==> config.mk <==
export PLATFORM = sky130hd
export DESIGN_NAME = relm_div_seq
export DESIGN_NICKNAME = d
export VERILOG_FILES = /design/src/rtl/relm_div_seq.sv
export SDC_FILE = /design/constraint.sdc
export NUM_CORES = 2
export LEC_CHECK = 0
export CORE_ASPECT_RATIO = 0.7
export CORE_MARGIN = 3
export CORE_UTILIZATION = 25
export DETAILED_ROUTE_END_ITERATION = 7
export GPL_TIMING_DRIVEN = 0
export PLACE_DENSITY_LB_ADDON = 0.08
export SLEW_MARGIN = 20
export SYNTH_ARGS = -nofsm -noshare
export SYNTH_HDL_FRONTEND = slang
export SYNTH_SLANG_ARGS = --single-unit
==> constraint.sdc <==
create_clock -name clk -period 29.4 [get_ports clk]
set_input_delay 5.88 -clock clk [delete_from_list [all_inputs] [get_ports clk]]
set_output_delay 5.88 -clock clk [all_outputs]
set_load 0.01 [all_outputs]
==> src/rtl/relm_div_seq.sv <==
// relm_div_seq: sequencer for the custom divide datapath.
// Walks DIV -> DIVINIT -> DIVLOOP* -> DIVMOD to form an unsigned WD-bit
// quotient and remainder. It owns the accumulator and {D,C,B} state and
// feeds them to the custom unit. Each cycle it registers the unit's
// next-state values. Divide-by-zero bypasses the unit entirely.
module relm_div_seq #(
    parameter int WD  = 32,
    parameter int WOP = 5,
    parameter int WC  = 64
) (
    input  logic               clk,
    input  logic               rst_n,
    input  logic               start_in,
    output logic               ready_out,
    input  logic [WD-1:0]      n_in,
    input  logic [WD-1:0]      den_in,
    output logic               valid_out,
    input  logic               ack_in,
    output logic [WD-1:0]      q_out,
    output logic [WD-1:0]      r_out,
    output logic [WOP-1:0]     op_out,
    output logic               opb_out,
    output logic [WD-1:0]      x_out,
    output logic [WD-1:0]      xb_out,
    output logic [WD-1:0]      a_out,
    output logic [WC+WD-1:0]   cb_out,
    input  logic [WD-1:0]      a_in,
    input  logic [WC+WD-1:0]   cb_in,
    input  logic [WD-1:0]      mul_a_in,
    input  logic [WD-1:0]      mul_x_in,
    output logic [2*WD-1:0]    mul_ax_out
);

    localparam int WI = $clog2(WD);

    // Opcode presented while any divide sub-op is in flight.
    localparam logic [WOP-1:0] OP_ACTIVE = {{(WOP-3){1'b0}}, 3'b101};

    typedef enum logic [2:0] {
        S_IDLE = 3'd0,
        S_DIV  = 3'd1,
        S_INIT = 3'd2,
        S_LOOP = 3'd3,
        S_MOD  = 3'd4,
        S_DONE = 3'd5
    } state_t;

    state_t               state_r, state_s;
    logic [WD-1:0]        a_r, a_s;
    logic [WC+WD-1:0]     cb_r, cb_s;
    logic [WD-1:0]        xb_r, xb_s;
    logic [WD-1:0]        q_r, q_s;
    logic [WD-1:0]        r_r, r_s;
    logic                 valid_r, valid_s;
    logic                 ready_r, ready_s;
    logic [WOP-1:0]       op_r, op_s;
    logic                 opb_r, opb_s;
    logic [WD-1:0]        x_r, x_s;
    logic [WD-1:0]        b_next_s;

    // Index of the highest set bit; B is one-hot, so this is log2(B).
    function automatic logic [WI-1:0] msb_idx(input logic [WD-1:0] v);
        logic [WI-1:0] idx;
        idx = '0;
        for (int i = 0; i < WD; i++) begin
            if (v[i]) begin
                idx = WI'(i);
            end else begin
                idx = idx;
            end
        end
        return idx;
    endfunction

    // x operand carrying a sub-op selector; all other bits are zero.
    function automatic logic [WD-1:0] subop_x(input logic [1:0] sel);
        logic [WD-1:0] v;
        v = '0;
        v[WOP+1:WOP] = sel;
        return v;
    endfunction

    assign b_next_s = cb_in[WD-1:0];

    // Unsigned product the unit consumes during DIVINIT.
    assign mul_ax_out = (2*WD)'(mul_a_in) * (2*WD)'(mul_x_in);

    // Next-state and next-datapath decode for the divide sequence.
    always_comb begin
        state_s = state_r;
        a_s     = a_r;
        cb_s    = cb_r;
        xb_s    = xb_r;
        q_s     = q_r;
        r_s     = r_r;
        case (state_r)
            S_IDLE: begin
                if (start_in && ready_r) begin
                    a_s  = n_in;
                    xb_s = den_in;
                    cb_s = '0;
                    if (den_in == {WD{1'b0}}) begin
                        q_s     = {WD{1'b1}};
                        r_s     = n_in;
                        state_s = S_DONE;
                    end else begin
                        state_s = S_DIV;
                    end
                end else begin
                    state_s = S_IDLE;
                end
            end
            S_DIV: begin
                cb_s = cb_in;
                // Align msb(N) against msb(D) to get the leading quotient bit.
                if (a_in >= b_next_s) begin
                    a_s = a_in >> msb_idx(b_next_s);
                end else begin
                    a_s = '0;
                end
                state_s = S_INIT;
            end
            S_INIT: begin
                a_s  = a_in;
                cb_s = cb_in;
                if (a_in != {WD{1'b0}}) begin
                    state_s = S_LOOP;
                end else begin
                    state_s = S_MOD;
                end
            end
            S_LOOP: begin
                a_s  = a_in;
                cb_s = cb_in;
                if (a_in == {WD{1'b0}}) begin
                    state_s = S_MOD;
                end else begin
                    state_s = S_LOOP;
                end
            end
            S_MOD: begin
                q_s     = b_next_s;
                r_s     = a_in;
                state_s = S_DONE;
            end
            S_DONE: begin
                if (ack_in) begin
                    state_s = S_IDLE;
                end else begin
                    state_s = S_DONE;
                end
            end
            default: begin
                state_s = S_IDLE;
            end
        endcase
    end

    // Unit command and handshake flags for the state being entered, so the
    // registered outputs line up with the state they describe.
    always_comb begin
        op_s    = '0;
        opb_s   = 1'b0;
        x_s     = '0;
        valid_s = (state_s == S_DONE);
        ready_s = (state_s == S_IDLE);
        case (state_s)
            S_DIV: begin
                op_s  = OP_ACTIVE;
                opb_s = 1'b0;
                x_s   = '0;
            end
            S_INIT: begin
                op_s  = OP_ACTIVE;
                opb_s = 1'b1;
                x_s   = subop_x(2'b01);
            end
            S_LOOP: begin
                op_s  = OP_ACTIVE;
                opb_s = 1'b1;
                x_s   = subop_x(2'b10);
            end
            S_MOD: begin
                op_s  = OP_ACTIVE;
                opb_s = 1'b1;
                x_s   = subop_x(2'b11);
            end
            default: begin
                op_s  = '0;
                opb_s = 1'b0;
                x_s   = '0;
            end
        endcase
    end

    // State, datapath and output registers; reset drops everything at once.
    always_ff @(posedge clk or negedge rst_n) begin
        if (!rst_n) begin
            state_r <= S_IDLE;
            a_r     <= '0;
            cb_r    <= '0;
            xb_r    <= '0;
            q_r     <= '0;
            r_r     <= '0;
            valid_r <= 1'b0;
            ready_r <= 1'b1;
            op_r    <= '0;
            opb_r   <= 1'b0;
            x_r     <= '0;
        end else begin
            state_r <= state_s;
            a_r     <= a_s;
            cb_r    <= cb_s;
            xb_r    <= xb_s;
            q_r     <= q_s;
            r_r     <= r_s;
            valid_r <= valid_s;
            ready_r <= ready_s;
            op_r    <= op_s;
            opb_r   <= opb_s;
            x_r     <= x_s;
        end
    end

    assign ready_out = ready_r;
    assign valid_out = valid_r;
    assign q_out     = q_r;
    assign r_out     = r_r;
    assign op_out    = op_r;
    assign opb_out   = opb_r;
    assign x_out     = x_r;
    assign xb_out    = xb_r;
    assign a_out     = a_r;
    assign cb_out    = cb_r;

endmodule

==> out/qor.csv <==
metric;value;unit
outcome;finished, final reports clean;
vias in the first global route;41100;
Tmin final;23670;ps
num ports;588;
relative slew slack;0.156;
reg-to-reg startpoint;state_r[2]$_DFF_PN0_;
Die W;516;microns
gr usage total;0.257;
grt met3 use;0.0597;
post-route antenna net violation count;0;
post_cts resized;0;
total setup buffers inserted after CTS;0;
Levels on crit path;30;
Synth cell types;86;
hold path depth;2;
Post-DP HPWL;205000;microns
Critical Path Fanout Max;10;
flop2flop setup slack;25470;ps
largest net degree at the start of global routing;85;
grt met1 use;0.402;
P&R area growth vs syn;21.3;%
most frequent CP cell;fa_1;
clock root buffer;clkbuf_16;
gr ovfl total;0;
top cells by area, synth;fa_1, dfrtp_1, nand2_1;
DRT Pass-1 Iters;5;
fraction of registers with async set/reset;1.00;
Setup TNS Final;0;ps
Avg Cell Area, Syn;8.57;sq um
Residual DRC;0;
share of cells above drive strength 1;0.0274;
antenna violations before repair;31;
highest clock rate;42.3;MHz
post-synth top area share;0.394;
CTS max path bufs;3;
met2 Usage GRT;0.356;
cts hold-fix bufs;0;
CP Launch Type;input pin;
RSZ-0062 raised after global routing;no;
Post-synth EDFFs;0;
CTS tree;built;
FF-to-FF End;a_out[9]$_DFFE_PN0P_;
register area share after synthesis;0.128;
routed wire length;241000;microns
Synth warnings;0;
Req. time, crit path;23520;ps
max incr delay on CP;1050;ps
CP arrival;17790;ps
Placed Area;54300;sq um
Mapped Cells;5313;
Worst Hold Launch;xb_out[28]$_DFFE_PN0P_;
Starting Density;0.253;
fin area;55200;sq um
Worst-Skew Late Latency;610;ps
hold endpoint;xb_out[28]$_DFFE_PN0P_;
endpoints failing setup;0;
wire per inst;29.0;microns
Final Max Slew Viols;0;
Clock transition at path regs;60;ps
hold_ws;480;ps
Post-synth top flop;dfrtp_1;
core area;180000;sq um
busiest layer in global routing;met1;
CP top delay family;adder cells;
TritonCTS Buffers;25;
kind of critical path;input pin to output pin;
final hold violations;0;
first-pass GRT wire length;338000;microns
via count;39900;
reg2reg path depth;9;
die area;187000;sq um
fin nets;7381;
clock tree sinks;233;
Synth Cell Area;45600;sq um
Fill cells;19500;
die height;363;microns
row count;130;
slowest CP cell;clkdlybuf4s50_1;
gpl congestion;0.963;
Buf+Inv Stages, Crit Path;10;
Max-Cap Viols;0;
H-Tree Depth;1;
First DRT Iteration DRCs;3627;
critical path capture point type;output pin;
final core utilization;0.307;
Buffers on Ports;554;
Synth Register Bits;233;
Hold WC Path Type;flip-flop to flip-flop;
routed vias/inst;4.78;
worst-margin pin slew;1260;ps
cell taking the most area after synthesis;fa_1;
Final period util;0.805;
clk_skew;10.5;ps
==> cells by family after synthesis <==
group                      Yosys count  share of synthesized area
other                                1                  0.0000823
muxes                               61                     0.0154
DFF                                233                      0.128
buffers and inverters             1397                      0.119
and+or+nand+nor                   1741                      0.164
adders and majority gates         1191                      0.475
xor gates and xnor gates            64                     0.0123
AOI/OAI and AO/OA                  625                     0.0867
==> routing by layer <==
| layer | part of all wire | wire [microns] | up-vias |
|---|---|---|---|
| met2 | 0.40 | 95700 | 1707 |
| li1 | - | - | 17300 |
| met3 | 0.092 | 22100 | 161 |
| met5 | 0 | 0 | - |
| met1 | 0.49 | 118000 | 20700 |
| met4 | 0.022 | 5240 | 0 |
==> stage by stage <==
stage          instances  worst slack [ps]
2_1_floorplan       5345             10730
3_3_place_gp        8275              5580
3_5_place_dp        8279              5810
4_1_cts             8324              5750
5_1_grt             8326              5630
6_report            8332              5730
==> cell usage after synthesis, types with 6 or more instances <==
cell type,n
o21ai_1,12
xnor2_1,42
a211oi_1,24
a31oi_1,55
mux4_2,6
o21a_1,16
nand2b_1,8
nor3_1,18
a2111oi_0,7
nor2_1,132
nand2_1,1204
o21ai_0,237
buf_4,36
o21bai_1,11
ha_1,295
nand3_1,57
a21o_1,48
nand4_1,14
xor2_1,22
o31ai_1,9
inv_1,1056
a21oi_1,96
nor4_1,24
clkbuf_1,289
fa_1,896
and3_1,15
o211ai_1,17
dfrtp_1,232
o22ai_1,10
mux2i_1,48
nor2b_1,9
and2_1,249
a22oi_1,6
==> cell usage in the layout, fill, tap and decap left out, types with 6 or more instances in the layout <==
cell type	synthesis	layout
nand2_1	1204	1204
inv_1	1056	1056
fa_1	896	896
clkdlybuf4s50_1	0	553
ha_1	295	295
clkbuf_1	289	260
and2_1	249	249
o21ai_0	237	237
dfrtp_1	232	232
nor2_1	132	132
a21oi_1	96	96
nand3_1	57	57
a31oi_1	55	55
a21o_1	48	48
mux2i_1	48	48
xnor2_1	42	42
buf_4	36	36
clkbuf_2	1	34
conb_1	1	33
clkbuf_16	0	25
a211oi_1	24	24
nor4_1	24	23
xor2_1	22	22
nor3_1	18	18
o211ai_1	17	17
o21a_1	16	16
and3_1	15	15
nand4_1	14	14
o21ai_1	12	12
o21bai_1	11	11
o22ai_1	10	10
o31ai_1	9	9
nor2b_1	9	9
diode_2	0	8
nand2b_1	8	8
a2111oi_0	7	7
mux4_2	6	6
a22oi_1	6	6
clkbuf_8	0	6
==> final cells by class <==
type / instances / area [sq um] / share of cell area
Clock inverter: 10 / 171 / 0.00310
Multi-Input combinational cell: 3715 / 34400 / 0.623
Tap cell: 2376 / 2970 / 0.0538
Inverter: 1061 / 3980 / 0.0721
Timing Repair Buffer: 558 / 5630 / 0.102
Antenna cell: 8 / 20.0 / 0.000362
Clock buffer: 35 / 723 / 0.0131
Sequential cell: 233 / 5830 / 0.106
Buffer: 336 / 1470 / 0.0266
==> state kept, by name (all words and copies together) (netlist names) <==
name	cells
x_out	2
valid_out	1
op_out	1
r_out	32
q_out	32
xb_out	32
state_r	3
opb_out	1
a_out	32
cb_out	96
ready_out	1
==> how the worst max path moves through the flow <==
stage                      start             end
floorplan            mul_x_in[5]  mul_ax_out[63]
finish              mul_x_in[18]  mul_ax_out[62]
detailed placement  mul_x_in[18]  mul_ax_out[62]
global placement    mul_x_in[19]  mul_ax_out[62]
global route        mul_x_in[18]  mul_ax_out[62]
CTS                 mul_x_in[18]  mul_ax_out[62]
==> worst register-to-register path, delay by kind of cell, from the launching register on <==
family	cells	cell delay, ps
AO/OA/AOI/OAI	3	1170
buffers and inverters	1	160
AND/OR/NAND/NOR	5	2110
flip-flops	1	430
Power is left out: the tool's default activity adds up to more than one toggle a clock period on the data nets, which glitch-free logic cannot reach.
